<file path="config.mk">
export PLATFORM = sky130hd
export DESIGN_NAME = operand_entry_flat
export DESIGN_NICKNAME = d
export VERILOG_FILES = /design/src/rtl/operand_entry_if.sv /design/src/rtl/operand_entry.sv /design/src/flat_wrapper.sv
export SDC_FILE = /design/constraint.sdc
export NUM_CORES = 1
export LEC_CHECK = 0
export ABC_AREA = 1
export CORE_MARGIN = 2
export CORE_UTILIZATION = 45
export DETAILED_ROUTE_END_ITERATION = 6
export PLACE_DENSITY = 0.66
export SLEW_MARGIN = 10
export SYNTH_ARGS = -nofsm -noshare
export SYNTH_HDL_FRONTEND = slang
export SYNTH_SLANG_ARGS = --single-unit
</file>
<file path="constraint.sdc">
create_clock -name clock_i -period 6.95 [get_ports clock_i]
set_input_delay 1.0425 -clock clock_i [delete_from_list [all_inputs] [get_ports clock_i]]
set_output_delay 1.0425 -clock clock_i [all_outputs]
set_load 0.01 [all_outputs]
</file>
<file path="src/rtl/operand_entry_if.sv">
// rtl/operand_entry_if.sv - keypad-side and operand-register-side signals of operand_entry
interface operand_entry_if #(
   parameter int width = 8
);
   logic             key_valid_i;
   logic [3:0]       key_code_i;
   logic             key_ready_o;
   logic [width-1:0] value_o;
   logic [width-1:0] d_o;
   logic             we_o;
   logic             overflow_o;

   modport master (
      output key_valid_i, key_code_i,
      input  key_ready_o, value_o, d_o, we_o, overflow_o
   );

   modport slave (
      input  key_valid_i, key_code_i,
      output key_ready_o, value_o, d_o, we_o, overflow_o
   );
endinterface

</file>
<file path="src/rtl/operand_entry.sv">
// rtl/operand_entry.sv - decimal operand accumulator with clear, backspace, overflow and commit strobe
module operand_entry #(
   parameter int width = 8
) (
   input  logic           clock_i,
   input  logic           reset_i,
   operand_entry_if.slave bus
);
   typedef enum logic [1:0] {IDLE, ENTRY, COMMIT, ERROR} state_t;

   localparam logic [3:0] KEY_ENTER = 4'd10;
   localparam logic [3:0] KEY_CLEAR = 4'd11;
   localparam logic [3:0] KEY_BACK  = 4'd12;

   state_t           state_q, state_d;
   logic [width-1:0] value_q, value_d;
   logic [width-1:0] d_q, d_d;
   logic [3:0]       cnt_q, cnt_d;
   logic             we_q, we_d;
   logic             ovf_q, ovf_d;
   logic             ready_q, ready_d;

   logic             accept;
   logic             is_digit;
   logic [width+3:0] prod;

   assign accept   = bus.key_valid_i && ready_q;
   assign is_digit = (bus.key_code_i <= 4'd9);
   // Four guard bits are enough: value*10+9 < 16*2^width.
   assign prod     = (width+4)'(value_q) * (width+4)'(10) + (width+4)'(bus.key_code_i);

   always_comb begin
      state_d = state_q;
      value_d = value_q;
      d_d     = d_q;
      cnt_d   = cnt_q;
      we_d    = 1'b0;
      ovf_d   = ovf_q;
      if (state_q == COMMIT) begin
         value_d = '0;
         cnt_d   = '0;
         state_d = IDLE;
      end else if (accept) begin
         unique case (state_q)
            IDLE: begin
               if (is_digit) begin
                  value_d = width'(bus.key_code_i);
                  cnt_d   = 4'd1;
                  state_d = ENTRY;
               end
            end
            ENTRY: begin
               if (is_digit) begin
                  if (prod[width+3:width] != 4'd0) begin
                     ovf_d   = 1'b1;
                     state_d = ERROR;
                  end else begin
                     value_d = prod[width-1:0];
                     cnt_d   = (cnt_q == 4'hF) ? cnt_q : cnt_q + 4'd1;
                  end
               end else if (bus.key_code_i == KEY_BACK) begin
                  value_d = value_q / width'(10);
                  cnt_d   = cnt_q - 4'd1;
                  if (cnt_q == 4'd1) state_d = IDLE;
               end else if (bus.key_code_i == KEY_CLEAR) begin
                  value_d = '0;
                  cnt_d   = '0;
                  state_d = IDLE;
               end else if (bus.key_code_i == KEY_ENTER) begin
                  d_d     = value_q;
                  we_d    = 1'b1;
                  state_d = COMMIT;
               end
            end
            ERROR: begin
               if (bus.key_code_i == KEY_CLEAR) begin
                  ovf_d   = 1'b0;
                  value_d = '0;
                  cnt_d   = '0;
                  state_d = IDLE;
               end
            end
            default: state_d = IDLE;
         endcase
      end
      ready_d = (state_d != COMMIT);
   end

   always_ff @(posedge clock_i or negedge reset_i) begin
      if (!reset_i) begin
         state_q <= IDLE;
         value_q <= '0;
         d_q     <= '0;
         cnt_q   <= '0;
         we_q    <= 1'b0;
         ovf_q   <= 1'b0;
         ready_q <= 1'b1;
      end else begin
         state_q <= state_d;
         value_q <= value_d;
         d_q     <= d_d;
         cnt_q   <= cnt_d;
         we_q    <= we_d;
         ovf_q   <= ovf_d;
         ready_q <= ready_d;
      end
   end

   // Ready is masked while reset is held so the keypad never sees a handshake mid-reset.
   assign bus.key_ready_o = ready_q && reset_i;
   assign bus.value_o     = value_q;
   assign bus.d_o         = d_q;
   assign bus.we_o        = we_q;
   assign bus.overflow_o  = ovf_q;
endmodule
</file>
<file path="src/flat_wrapper.sv">
// flat-port wrapper written by rule: the top's interface ports become plain ports
module operand_entry_flat 
#(
   parameter int width = 8
)
  (clock_i, reset_i, bus_key_valid_i, bus_key_code_i, bus_key_ready_o, bus_value_o, bus_d_o, bus_we_o, bus_overflow_o);
  operand_entry_if #(.width(width)) bus_i ();
  input  logic clock_i;
  input  logic reset_i;
  input wire logic [$bits(bus_i.key_valid_i)-1:0] bus_key_valid_i;
  input wire logic [$bits(bus_i.key_code_i)-1:0] bus_key_code_i;
  output wire logic [$bits(bus_i.key_ready_o)-1:0] bus_key_ready_o;
  output wire logic [$bits(bus_i.value_o)-1:0] bus_value_o;
  output wire logic [$bits(bus_i.d_o)-1:0] bus_d_o;
  output wire logic [$bits(bus_i.we_o)-1:0] bus_we_o;
  output wire logic [$bits(bus_i.overflow_o)-1:0] bus_overflow_o;
  assign bus_i.key_valid_i = bus_key_valid_i;
  assign bus_i.key_code_i = bus_key_code_i;
  assign bus_key_ready_o = bus_i.key_ready_o;
  assign bus_value_o = bus_i.value_o;
  assign bus_d_o = bus_i.d_o;
  assign bus_we_o = bus_i.we_o;
  assign bus_overflow_o = bus_i.overflow_o;
  operand_entry #(.width(width)) u_core (.clock_i(clock_i), .reset_i(reset_i), .bus(bus_i));
endmodule
</file>
**After elaboration in Yosys (flattened, before gate mapping)**

Cells that the tools add are included.

- Add/sub/neg operators: 3
- $mul: 1
- Div/mod/pow operators: 1
- Magnitude comparators: 1
- Eq/ne operators: 15
- Muxes and demuxes: 39
- Bitwise operators: 4
- Reduce and logical (&&, ||, !) cells: 11

Operator list:

| operator | number |
|---|---|
| $mux 8 | 7 |
| $mux 4 | 8 |
| $pmux 8 s3 | 1 |
| $mux 2 | 10 |
| $eq 4x4->1 const B | 4 |
| $add 12x4->12 | 1 |
| $pmux 4 s3 | 1 |
| $mul 8x3->11 const B | 1 |
| $mux 1 | 10 |
| $div 8x4->8 const B | 1 |
| $ne 4x4->1 const B | 2 |
| $reduce_bool 4->1 | 2 |
| $reduce_and 7->1 | 1 |
| $ne 2x1->1 const B | 3 |
| $pmux 2 s3 | 1 |
| $reduce_and 6->1 | 1 |
| $reduce_and 5->1 | 1 |
| $add 4x1->4 const B | 1 |
| $eq 2x2->1 const B | 2 |
| $eq 4x1->1 const B | 1 |
| $le 4x4->1 const B | 1 |
| $not 1->1 | 4 |
| $reduce_and 4->1 | 1 |
| $reduce_bool 2->1 | 2 |
| 7 further kinds | 8 |

- Flip-flop bits (word level): 25
- Output and inout port bits: 19
- Logic and storage cells: 82

**Longest topological paths before layout**

- Depth in word-level cells: 9
- Gate-level depth with buffers: 19
- Mapped depth without buffers: 18

**Least setup slack after synthesis**

Ideal clock, no wire load.

- Kind: in2reg
- From: input port bus_key_code_i[1]
- To: register u_core.value_q[7], in the netlist u_core.bus.value_o[7]
- Setup time: 0.131 ns
- Arrival time: 2.716 ns
- Data required time: 6.819 ns
- Setup slack: 4.103 ns
- Cell stages on the path: 14
- Path buffers: 0
- Cells stage by stage: ha_1 fa_1 a21oi_1 nor2_1 inv_1 nor2_1 nand2_1 inv_1 o21ai_0 nand4_1 nand2_1 nand2_4 nor2_2 o211ai_1

- Longest elaborated chain between the ends: 7
- Elaborated cells between the ends (all ways): 15

RTL lines:

| item | line | RTL |
|---|---|---|
| start: declaration | flat_wrapper.sv:11 | `input wire logic [$bits(bus_i.key_code_i)-1:0] bus_key_code_i;` |
| parallel branches: the longest is 7 deep, another holds $add 12x4->12 | -- |  |
| end signal: assignment | operand_entry.sv:100 | `value_q <= value_d;` |
| end: declaration | operand_entry.sv:16 | `logic [width-1:0] value_q, value_d;` |

Several ways; the timed one is not identified. The select of a mux whose other input is x is not followed.
A chain may end at the register's enable or synchronous reset.

**Worst setup path in the final report**

- From: input port reset_i
- To: output port bus_key_ready_o

- Longest elaborated chain between the ends: 1

RTL lines:

| item | line | RTL |
|---|---|---|
| start: declaration | flat_wrapper.sv:9 | `input logic reset_i;` |
| $logic_and 1x1->1 | operand_entry.sv:110 | `assign bus.key_ready_o = ready_q && reset_i;` |
| end: declaration | flat_wrapper.sv:12 | `output wire logic [$bits(bus_i.key_ready_o)-1:0] bus_key_ready_o;` |

Every way passes these cells.

==> metrics.md <==
| Metric | Value |
|---|---|
| Status | finished clean |
| Reg2Reg Launch Point | u_core.bus.value_o[1]$_DFFE_PN0P_ |
| Initial cell density of the core | 0.471 |
| 1st-iter DRT viols | 142 |
| Clock sinks | 25 |
| Sequential power share | 0.257 |
| Minimum clock period | 3520 ps |
| Initial antenna violation count | 0 |
| Post-route setup slack | 3430 ps |
| Top area cells in the synthesized netlist | dfrtp_1 (27%), ha_1 (10%), nand2_1 (9.9%) |
| R2r worst-path depth | 14 |
| GRT Total Usage | 0.211 |
| Global placer's final weighted congestion | around 0.89 |
| Drc violations | 0 |
| Cell count after synthesis | 310 |
| Clock share of power | 0.080 |
| Pint | 0.000534 W |
| Fin cells | 403 |
| CTS resizes | 0 |
| Dpl cells | around 400 |
| Area growth, synth to finish | 16.1% |
| Grt ovf | 0 |
| Die Height | 74.5 um |
| DIE AREA | 5560 um2 |
| Worst rel slew slack | 0.306 |
| Worst setup EP type | output pin |
| Final-layout fill cell count | 482 |
| Inserted Clock Buffers | 3 |
| Largest net degree at the start of global routing | 27 |
| Via density per instance | around 5.3 |
| Maximum vdd drop | 194 uV |
| Actual slew at the worst max-slew pin | 1040 ps |
| Synth top area share | 0.268 |
| HP Class | flop to flop |
| TritonRoute pass-1 iters | 4 |
| Flip-flop cell with the highest count after synthesis | dfrtp_1 |
| Setup crit start | reset_i |
| Final wirelength | 5430 um |
| Design Power | roughly 0.0011 W |
| Gate power share | 0.663 |
| Die width | 74.5 um |
| Via count | 2136 |
| First-pass GRT wire length | 9070 um |
| Clock Path Buffers | 2 |
| Number of global-route vias before repair | 2052 |
| Ant. Diodes | 0 |
| H-tree depth | 1 |
| Switching share of power | 0.502 |
| Rows | 25 |
| Core area | about 4800 um2 |
| Async SR Flop Fraction | 1.00 |
| Clk_skew | around 3.3 ps |
| Remaining antenna violation count | 0 |
| Worst setup path end | bus_key_ready_o |
| Nets | 364 |
| Power per cell area | around 400 nW/um2 |
| Worst R2R End | u_core.bus.value_o[7]$_DFFE_PN0P_ |
| Detail Placement HPWL | 4330 um |
| Setup Buffers After CTS | 0 |
| Max_cap viols | 0 |
| Req. time, crit path | 5910 ps |
| Hold_buf cts | 0 |
| Avg Inst Size Synth | a little over 7 um2 |
| Number of synthesized flops with an enable pin | 0 |
| Fin. max-slew vios | 0 |
| R2r setup slk | about 4000 ps |
| Max Freq | 0.284 GHz |
| Fin crit share | 0.507 |
| Worst hold slack | 484 ps |
| Final setup fails | 0 |
| Syn_nets | 337 |
| Crit start category | primary input |
| Wire per inst | between 10 and 15 um |
| Layout cell share with drive strength beyond 1 | 0.113 |
| Worst-path clk slew | 80 ps |
| Total negative slack | 0 ps |
| Clk_lat worst skew | 270 ps |
| Critical Path Fanout Max | 26 |
| Yosys top cell by area | dfrtp_1 |
| I/O pins | 26 |
| Final number of hold-violating endpoints | 0 |
| Yosys reg bits | 25 |
| CTS tree | built |
| Register area share after synthesis | 0.280 |
| RSZ-0062 raised after global routing | no |
| Synthesized area | 2240 um2 |
| P_leak | 1.26 nW |
| Switch Pwr | 0.000538 W |
| Port-buffer cells | 25 |
| Syn. warnings | 0 |
| Critical Setup Path Class | primary input to output pin |
| Number of distinct library cells after synthesis | 43 |
| Pre-CTS WS | 3310 ps |
| Root buffer cell | clkbuf_8 |
| CP arrival | 2480 ps |
[metal layers]
layer / track usage / up-vias / routed length [um]
li1: - / 1102 / -
met1: 0.286 / 967 / 2630
met2: 0.351 / 56 / 2470
met3: 0.0298 / 11 / 245
met4: 0.0595 / 0 / 89
met5: 0 / - / 0
[area by class of cell]
type                       count  area (um2)  area share
timing repair buffer          26         258      0.0991
tap                           67        83.8      0.0322
inverter                      46         189      0.0727
multi-input combinational    235        1400       0.538
sequential                    25         627       0.241
clock buffer                   4        45.0      0.0173
[synth_stat cells, drive strengths merged (2+ instances only)]
master	n
xor2	2
o2111ai	2
buf	2
xnor2	2
nand2	71
nand3	24
nor2	29
ha	18
clkbuf	2
nand4	4
o221ai	2
inv	45
dfrtp	24
a21oi	19
nor3	3
o21ai	36
fa	2
o22ai	5
o211ai	6
[worst max-delay path: stages]
cell,delay (ps)
clkdlybuf4s50_1,460
buf_4,310
nand2_1,90
inv_1,50
clkdlybuf4s50_1,520
[cell families after synthesis]
| family | synth area share |
|---|---|
| DFF | 0.280 |
| adders and majority gates | 0.118 |
| and+or+nand+nor | 0.284 |
| xor gates and xnor gates | 0.0156 |
| buffers and inverters | 0.0961 |
| AOI/OAI and AO/OA | 0.206 |
[worst min-delay path by stage]
| stage | end | slack (ps) | cells past startpoint | from |
|---|---|---|---|---|
| after floorplan | u_core.bus.d_o[1]$_DFFE_PN0P_ | 520 | 2 | u_core.bus.d_o[1]$_DFFE_PN0P_ |
| after global placement | u_core.bus.d_o[1]$_DFFE_PN0P_ | 460 | 2 | u_core.bus.d_o[1]$_DFFE_PN0P_ |
| after detailed placement | u_core.bus.d_o[1]$_DFFE_PN0P_ | 460 | 2 | u_core.bus.d_o[1]$_DFFE_PN0P_ |
| after CTS | u_core.bus.d_o[1]$_DFFE_PN0P_ | 490 | 2 | u_core.bus.d_o[1]$_DFFE_PN0P_ |
| after global routing | u_core.bus.d_o[3]$_DFFE_PN0P_ | 510 | 2 | u_core.bus.d_o[3]$_DFFE_PN0P_ |
| final | u_core.bus.d_o[1]$_DFFE_PN0P_ | 480 | 2 | u_core.bus.d_o[1]$_DFFE_PN0P_ |
[cells in the final DEF (no fill, tap or decap), types with 3 or more instances in the layout]
cell and instances:
nand2_2 7, dfrtp_1 24, o22ai_1 5, nor2_1 27, a21oi_1 17, nand3_1 22
o21ai_0 26, ha_1 18, clkdlybuf4s50_1 25, o21ai_1 8, nand2_4 5, nand2_1 59
inv_1 35, o211ai_1 6, inv_2 9, nand4_1 4, clkbuf_8 3
[state kept, by name (all words and copies together) (netlist names)]
| signal | count |
|---|---|
| u_core.bus.d_o | 8 |
| u_core.bus.overflow_o | 1 |
| u_core.bus.value_o | 8 |
| u_core.bus.we_o | 1 |
| u_core.cnt_q | 4 |
| u_core.ready_q | 1 |
| u_core.state_q | 2 |
[power by group through the flow]
stage / Sequential [W] / Combinational (W) / Clock, W
after floorplan: 0.000268 / 0.000515 / 0
after global placement: 0.000278 / 0.000698 / 0
after detailed placement: 0.000278 / 0.000708 / 0
after CTS: 0.000276 / 0.000712 / 0.0000871
after global routing: 0.000286 / 0.000806 / 0.0000919
final: 0.000276 / 0.000710 / 0.0000859
[per-stage QoR]
step	cell area (um2)	utilization
3_5_place_dp	2550	0.537
2_1_floorplan	2240	-
6_report	2600	0.547
4_1_cts	2600	0.547
5_1_grt	2600	0.547
3_3_place_gp	2550	0.537
Note: power is estimated with default switching activity, not from simulation.
